`src/rtl/conv_read_sequencer_pkg.sv`:
```
// Shared accelerator definitions: bus geometry, buffer address widths and the
// read-sequencer state encoding.
package conv_read_sequencer_pkg;

    localparam int WEIGHT_ADDR_WIDTH = 13;
    localparam int IMAGE_ADDR_WIDTH  = 10;
    localparam int CACHE_WIDTH       = 256;
    localparam int NUM_PE            = 16;

    typedef struct packed {
        logic                   valid;
        logic [CACHE_WIDTH-1:0] data;
    } acc_bus_t;

    typedef enum logic [1:0] {
        IDLE  = 2'd0,
        ISSUE = 2'd1,
        DRAIN = 2'd2,
        DONE  = 2'd3
    } seq_state_t;

endpackage

```
`src/rtl/conv_read_sequencer_valid_delay_line.sv`:
```
// One-bit shift register that delays the read strobe to line up with buffer
// read data; any_set_o reports beats still in flight.
module valid_delay_line
    import conv_read_sequencer_pkg::*;
#(
    parameter int DEPTH = 2
) (
    input  logic clk,
    input  logic clear_i,
    input  logic din_i,
    output logic dout_o,
    output logic any_set_o
);

    logic [DEPTH-1:0] sr_q;

    always_ff @(posedge clk) begin
        if (clear_i) begin
            sr_q <= '0;
        end else begin
            sr_q[0] <= din_i;
            for (int i = 1; i < DEPTH; i++) begin
                sr_q[i] <= sr_q[i-1];
            end
        end
    end

    assign dout_o    = sr_q[DEPTH-1];
    assign any_set_o = |sr_q;

endmodule

```
`src/rtl/conv_read_sequencer.sv`:
```
// Walks every image line and every weight address per line, issuing buffer
// reads with back-pressure, then waits for the downstream pipeline to drain.
module conv_read_sequencer #(
    parameter int WEIGHT_ADDR_WIDTH = conv_read_sequencer_pkg::WEIGHT_ADDR_WIDTH,
    parameter int IMAGE_ADDR_WIDTH  = conv_read_sequencer_pkg::IMAGE_ADDR_WIDTH,
    parameter int RD_LATENCY        = 2
) (
    input  logic                         clk,
    input  logic                         reset,
    input  logic                         start,
    input  logic [WEIGHT_ADDR_WIDTH-1:0] max_weight_buffer_addr,
    input  logic [IMAGE_ADDR_WIDTH-1:0]  last_image_addr,
    input  logic                         pipeline_full,
    input  logic                         pipeline_empty,
    output logic                         rd_en,
    output logic [WEIGHT_ADDR_WIDTH-1:0] addr_a,
    output logic [IMAGE_ADDR_WIDTH-1:0]  addr_b,
    output logic                         valid,
    output logic                         busy,
    output logic                         filters_finished
);

    import conv_read_sequencer_pkg::*;

    seq_state_t                   state_q;
    logic [WEIGHT_ADDR_WIDTH-1:0] cnt_a_q;
    logic [WEIGHT_ADDR_WIDTH-1:0] max_w_q;
    logic [IMAGE_ADDR_WIDTH-1:0]  cnt_b_q;
    logic [IMAGE_ADDR_WIDTH-1:0]  last_img_q;
    logic                         issue;
    logic                         in_flight;

    // Issue is combinational so a stall cycle never costs an extra bubble.
    assign issue = (state_q == ISSUE) && !pipeline_full;

    always_ff @(posedge clk) begin
        if (reset) begin
            state_q    <= IDLE;
            cnt_a_q    <= '0;
            cnt_b_q    <= '0;
            max_w_q    <= '0;
            last_img_q <= '0;
        end else begin
            case (state_q)
                IDLE: begin
                    if (start) begin
                        max_w_q    <= max_weight_buffer_addr;
                        last_img_q <= last_image_addr;
                        cnt_a_q    <= '0;
                        cnt_b_q    <= '0;
                        state_q    <= ISSUE;
                    end
                end
                ISSUE: begin
                    if (!pipeline_full) begin
                        if (cnt_a_q == max_w_q) begin
                            cnt_a_q <= '0;
                            if (cnt_b_q == last_img_q) begin
                                state_q <= DRAIN;
                            end else begin
                                cnt_b_q <= cnt_b_q + IMAGE_ADDR_WIDTH'(1);
                            end
                        end else begin
                            cnt_a_q <= cnt_a_q + WEIGHT_ADDR_WIDTH'(1);
                        end
                    end
                end
                DRAIN: begin
                    if (!in_flight && pipeline_empty) begin
                        state_q <= DONE;
                    end
                end
                DONE: begin
                    state_q <= IDLE;
                end
                default: begin
                    state_q <= IDLE;
                end
            endcase
        end
    end

    valid_delay_line #(
        .DEPTH(RD_LATENCY)
    ) u_valid_delay_line (
        .clk      (clk),
        .clear_i  (reset),
        .din_i    (issue),
        .dout_o   (valid),
        .any_set_o(in_flight)
    );

    assign rd_en            = issue;
    assign addr_a           = cnt_a_q;
    assign addr_b           = cnt_b_q;
    assign busy             = (state_q != IDLE);
    assign filters_finished = (state_q == DONE);

endmodule

```
`config.mk`:
```
export PLATFORM = sky130hd
export DESIGN_NAME = conv_read_sequencer
export DESIGN_NICKNAME = d
export VERILOG_FILES = /design/src/rtl/conv_read_sequencer_pkg.sv /design/src/rtl/conv_read_sequencer_valid_delay_line.sv /design/src/rtl/conv_read_sequencer.sv
export SDC_FILE = /design/constraint.sdc
export NUM_CORES = 1
export LEC_CHECK = 0
export BUFFER_PORTS_ARGS = -buffer_cell sky130_fd_sc_hd__buf_2
export CAP_MARGIN = 10
export CORE_ASPECT_RATIO = 0.6
export CORE_UTILIZATION = 49
export CTS_CLUSTER_SIZE = 24
export DETAILED_ROUTE_END_ITERATION = 8
export PLACE_DENSITY_LB_ADDON = 0.15
export SYNTH_ARGS = -nofsm -noshare
export SYNTH_HDL_FRONTEND = slang
export SYNTH_SLANG_ARGS = --single-unit
```
`constraint.sdc`:
```
create_clock -name clk -period 2.1 [get_ports clk]
set_input_delay 0.42 -clock clk [delete_from_list [all_inputs] [get_ports clk]]
set_output_delay 0.42 -clock clk [all_outputs]
set_load 0.1 [all_outputs]
```
== After elaboration in Yosys (flattened, before gate mapping) ==
Index checks and enable logic that the tools add are counted.
Operators by class
  $add $sub $neg: 2
  eq/ne operators: 11
  muxes and demuxes: 15
  reduce and logical (&&, ||, !) cells: 12
Operator list (count)
  $mux 10: 4
  $mux 13: 3
  $pmux 13 s2: 1
  $pmux 10 s2: 1
  $add 13x1->13 const B: 1
  $eq 13x13->1: 1
  $add 10x1->10 const B: 1
  $eq 10x10->1: 1
  $mux 2: 5
  $reduce_and 5->1: 2
  $ne 2x2->1 const B: 4
  $pmux 2 s4: 1
  $eq 2x2->1 const B: 2
  $ne 2x1->1 const B: 2
  $reduce_bool 2->1: 2
  $reduce_and 3->1: 1
  $eq 2x1->1 const B: 1
  $logic_and 1x1->1: 2
  $logic_not 1->1: 2
  $logic_not 2->1: 1
  $reduce_and 2->1: 1
  $reduce_or 2->1: 1
Word-level totals
  output and inout port bits: 27
  input bits: 28
  register bits: 50
  logic and storage cells: 46

== Longest topological paths before layout ==
  word-level depth: 5
  mapped depth: 9
  gate-level depth less buffers: 8

== Hierarchy ==
Synthesis repeated with hierarchy kept, for this count alone.
Second synthesis, totals
  cells, all modules: 282
  area, all modules: 2391.0 um^2
By module, submodules not included
  conv_read_sequencer: times used 1, cells an instance 277, area an instance 2332.2 um^2, sequential area each 960.9 um^2
  valid_delay_line: times used 1, cells an instance 5, area an instance 58.8 um^2, sequential area each 40.0 um^2

== Worst setup path after synthesis ==
Ideal clock, no wire load.
  kind: register to register
  start point: register state_q[1]
  end point: register cnt_b_q[9], in the netlist addr_b[9]
  buffers on the path: 1
  arrival: 3.017 ns
  cell stages (with the launch flop): 9
  setup time: 0.065 ns
  clock period less this slack: 3.083 ns
  data required time: 2.035 ns
  slack: -0.983 ns
  cells stage by stage: dfxtp_1 > inv_1 > ha_1 > buf_2 > nor2b_1 > nor2b_1 > o21ai_0 > or4_1 > nand3_1
On the way
  longest elaborated chain between the ends: 3
  elaborated cells on any way between the ends: 9
  those cells by class: eq/ne (5); mux (1); reduce/logical (3)
RTL lines
  start: declaration: line conv_read_sequencer.sv:25  | seq_state_t state_q;
  start signal: assignment: line conv_read_sequencer.sv:38  | state_q <= IDLE;
  start signal: assignment: line conv_read_sequencer.sv:51  | state_q <= ISSUE;
  start signal: assignment: line conv_read_sequencer.sv:59  | state_q <= DRAIN;
  $eq 2x1->1 / $logic_not 2->1 (equally long branches): line conv_read_sequencer.sv:44  | case (state_q)
  $ne 2x2->1 (no source line), or another cell as far along
  $reduce_and 5->1 (no source line)
  end signal: assignment: line conv_read_sequencer.sv:61  | cnt_b_q <= cnt_b_q + IMAGE_ADDR_WIDTH'(1);
  end: declaration: line conv_read_sequencer.sv:28  | logic [IMAGE_ADDR_WIDTH-1:0] cnt_b_q;
Several ways; a longest one is shown, not always the timed one.
A chain may end at the register's enable or synchronous reset.

== Worst setup path in the final report ==
  start point: register state_q[0]
  end point: output port busy
On the way
  longest elaborated chain between the ends: 1
RTL lines
  $reduce_bool 2->1: line conv_read_sequencer.sv:96  | assign busy = (state_q != IDLE);
  end: declaration: line conv_read_sequencer.sv:19  | output logic busy,
No other way between the ends.

==> impl_metrics.ini <==
[logic_synthesis]
synth-seq-area-share = 0.403
synthesis.area_per_instance_um2 = 8.22
yosysTopAreaCellShare = 0.403
yosysTopAreaCell = dfxtp_1
syn_inst = 302
yosysUniqueCellTypes = 43
synth_ff_type = dfxtp_1
syn-num-nets = 336
asyncSetResetFlopFracSynth = 0
yosysWarnings = 0
syn-cell-area_mm2 = 0.00248
synthTopCellsByArea = dfxtp_1, nand2_1, xnor2_1
synth_edf_count = 0
ys_ff_latch = 50

[critical_path]
cp_max_fo = 4
critPathArrivalTime_ns = 1.57
crit_type = reg -> out
crit_start = state_q[0]$_SDFFE_PP0P_
required_ns = 1.68
rrSetupSlack_ns = 0.11
crit_path_start_kind = register
end_kind = primary output
r2r_start = addr_a[11]$_SDFFE_PP0P_

[routing]
drt-total-wl_um = 6180
firstDrtPassIters = 4
postRouteAntennaNets = 0
drc = 0
vias = 2268
routedWlPerCell_um = 14.5
via_per_inst = 5.34
drtIter0Drc = 152

[global_routing]
grt_usage = 0.245
grt_pass1_vias = 1945
antenna_found_initial = 0
grt_pass1_wl_um = 9950
grt_start_max_net_pins = 30
overflow = 0

[min_path]
hold_path.class = in -> reg
hold_start = last_image_addr[4]

[timing]
max-slew-margin-rel = 0.437
grt_setup_unrepaired = yes
tightestPinTransition_ns = 0.844
fin_crit_ns = 1.99
clock_skew_ns = 0.00483
hold_viol_final = 0
fin_crit_sh = 0.949
max_freq_mhz = 502
final_max_slew_viol_count = 0
setup_viol = 0

[power]
internal_power_uw = 1760
cellPowerDensity_mw_per_mm2 = 1020
power_uw = 3090
swShare = 0.431
p_switching_uw = 1330
p_comb_frac = 0.454
power.leakage_uw = 0.00129
pwr-share-clk = 0.174
pwr-share-seq = 0.373
ir_drop_uv = 601

[cells_and_area]
drive_gt1_frac = 0.301
antenna_cells = 0
post-route-cell-area_mm2 = 0.00302
area_growth_pct = 21.6
fin_nets = 395
layout_commonest_cell = nand2_1
mostFrequentLayoutCells = nand2_1, buf_2, a21oi_1

[clocking]
insertion_delay_ns = 0.29
cts-root-buf = clkbuf_8
cts-buffers-inserted = 5
cts_tree = yes
clock_sinks = 50
clk_path_buf_depth = 2
htreeDepth = 2
hold_buffers = 0
clk_pin_slew_ns = 0.09

[die]
fp-row-count = 19
die_w_um = 93.9
start_util = 0.528
pin_count = 55
fp.dieH_um = 57.1
die_area_mm2 = 0.00537
core-area_mm2 = 0.00471

[placed_design]
port-buffer-count = 54
hpwl_um = 4640
place.gp.congestion = 0.838
placed_area_mm2 = 0.00290

[run]
cap_violations = 0

[status]
status = completed
state kept, by name, summed over array words and instances, names as in the netlist:
| name | cells |
|---|---|
| state_q | 2 |
| last_img_q | 10 |
| addr_a | 13 |
| addr_b | 10 |
| u_valid_delay_line.sr_q | 2 |
| max_w_q | 13 |
metrics by stage:
step / setup WS (ns) / setup TNS [ns] / utilization / cells / hold WS (ns)
2_1_floorplan: -0.00828 / -0.00828 / - / 302 / 0.439
3_3_place_gp: 0.0557 / 0 / 0.616 / 414 / 0.457
3_5_place_dp: 0.0486 / 0 / 0.616 / 414 / 0.459
4_1_cts: 0.0243 / 0 / 0.633 / 422 / 0.351
5_1_grt: -0.0111 / -0.0129 / 0.641 / 425 / 0.351
6_report: 0.107 / 0 / 0.641 / 425 / 0.353
per-layer routing:
metal,GRT usage,wire length [µm],vias to the layer above
met5,0,0,-
met4,0.0330,15,0
met3,0.0613,509,2
met2,0.320,2410,75
met1,0.403,3240,1041
li1,-,-,1150
repair_timing:
item / in CTS / in global routing
setup buffers: 0 / 3
resized for setup: 0 / 6
setup endpoints to repair: 0 / 14
path summary, 6_finish.rpt:
check,endpoint,depth (start not counted)
worst max-delay path,busy,5
worst min-delay path,last_img_q[4]$_SDFFE_PP0P_,3
worst max register to register,state_q[0]$_SDFFE_PP0P_,6
worst min register to register,max_w_q[1]$_SDFFE_PP0P_,2
kinds of logic (layout without fill, tap and decap cells):
group | count (synthesis) | in the layout | synth area share
adders and majority gates | 6 | 6 | 0.0302
and+or+nand+nor | 139 | 139 | 0.274
muxes | 1 | 1 | 0.00403
DFF | 50 | 50 | 0.403
xor gates and xnor gates | 33 | 33 | 0.116
AOI/OAI and AO/OA | 57 | 57 | 0.140
buffers and inverters | 16 | 76 | 0.0327
cells in the mapped netlist (all sizes together) (2+ instances only):
cell type and n:
nand3 12, and3 8, inv 4, nor2 23
and2 7, nand2 63, o31ai 2, xnor2 19
ha 6, nor2b 5, o21ai 15, a21oi 28
buf 5, clkbuf 7, nor4 3, a31oi 5
nand2b 3, dfxtp 50, xor2 14, nand4 8
or4 3
power by group through the flow:
stage | sequential, µW | clock, µW | combinational [µW]
4_1_cts | 1140 | 548 | 1370
6_report | 1150 | 536 | 1400
5_1_grt | 1160 | 595 | 1520
2_1_floorplan | 1200 | 0 | 971
3_5_place_dp | 1170 | 0 | 1360
3_3_place_gp | 1160 | 0 | 1340
worst max-delay path, cell delays in order, from the launching register on:
cell and delay (ns):
dfxtp_4 0.36, inv_1 0.06, ha_1 0.20, buf_4 0.14
inv_1 0.09, buf_2 0.43
cell type report:
class,instances,area (µm²)
inverters,4,15.0
well taps,63,78.8
fillers,436,1690
clock buffers,6,72.6
clock inverters,2,8.76
repair buffers,64,360
flip-flops and latches,50,1060
multi-input cells,236,1420
Power figures use the tool's default switching activity.
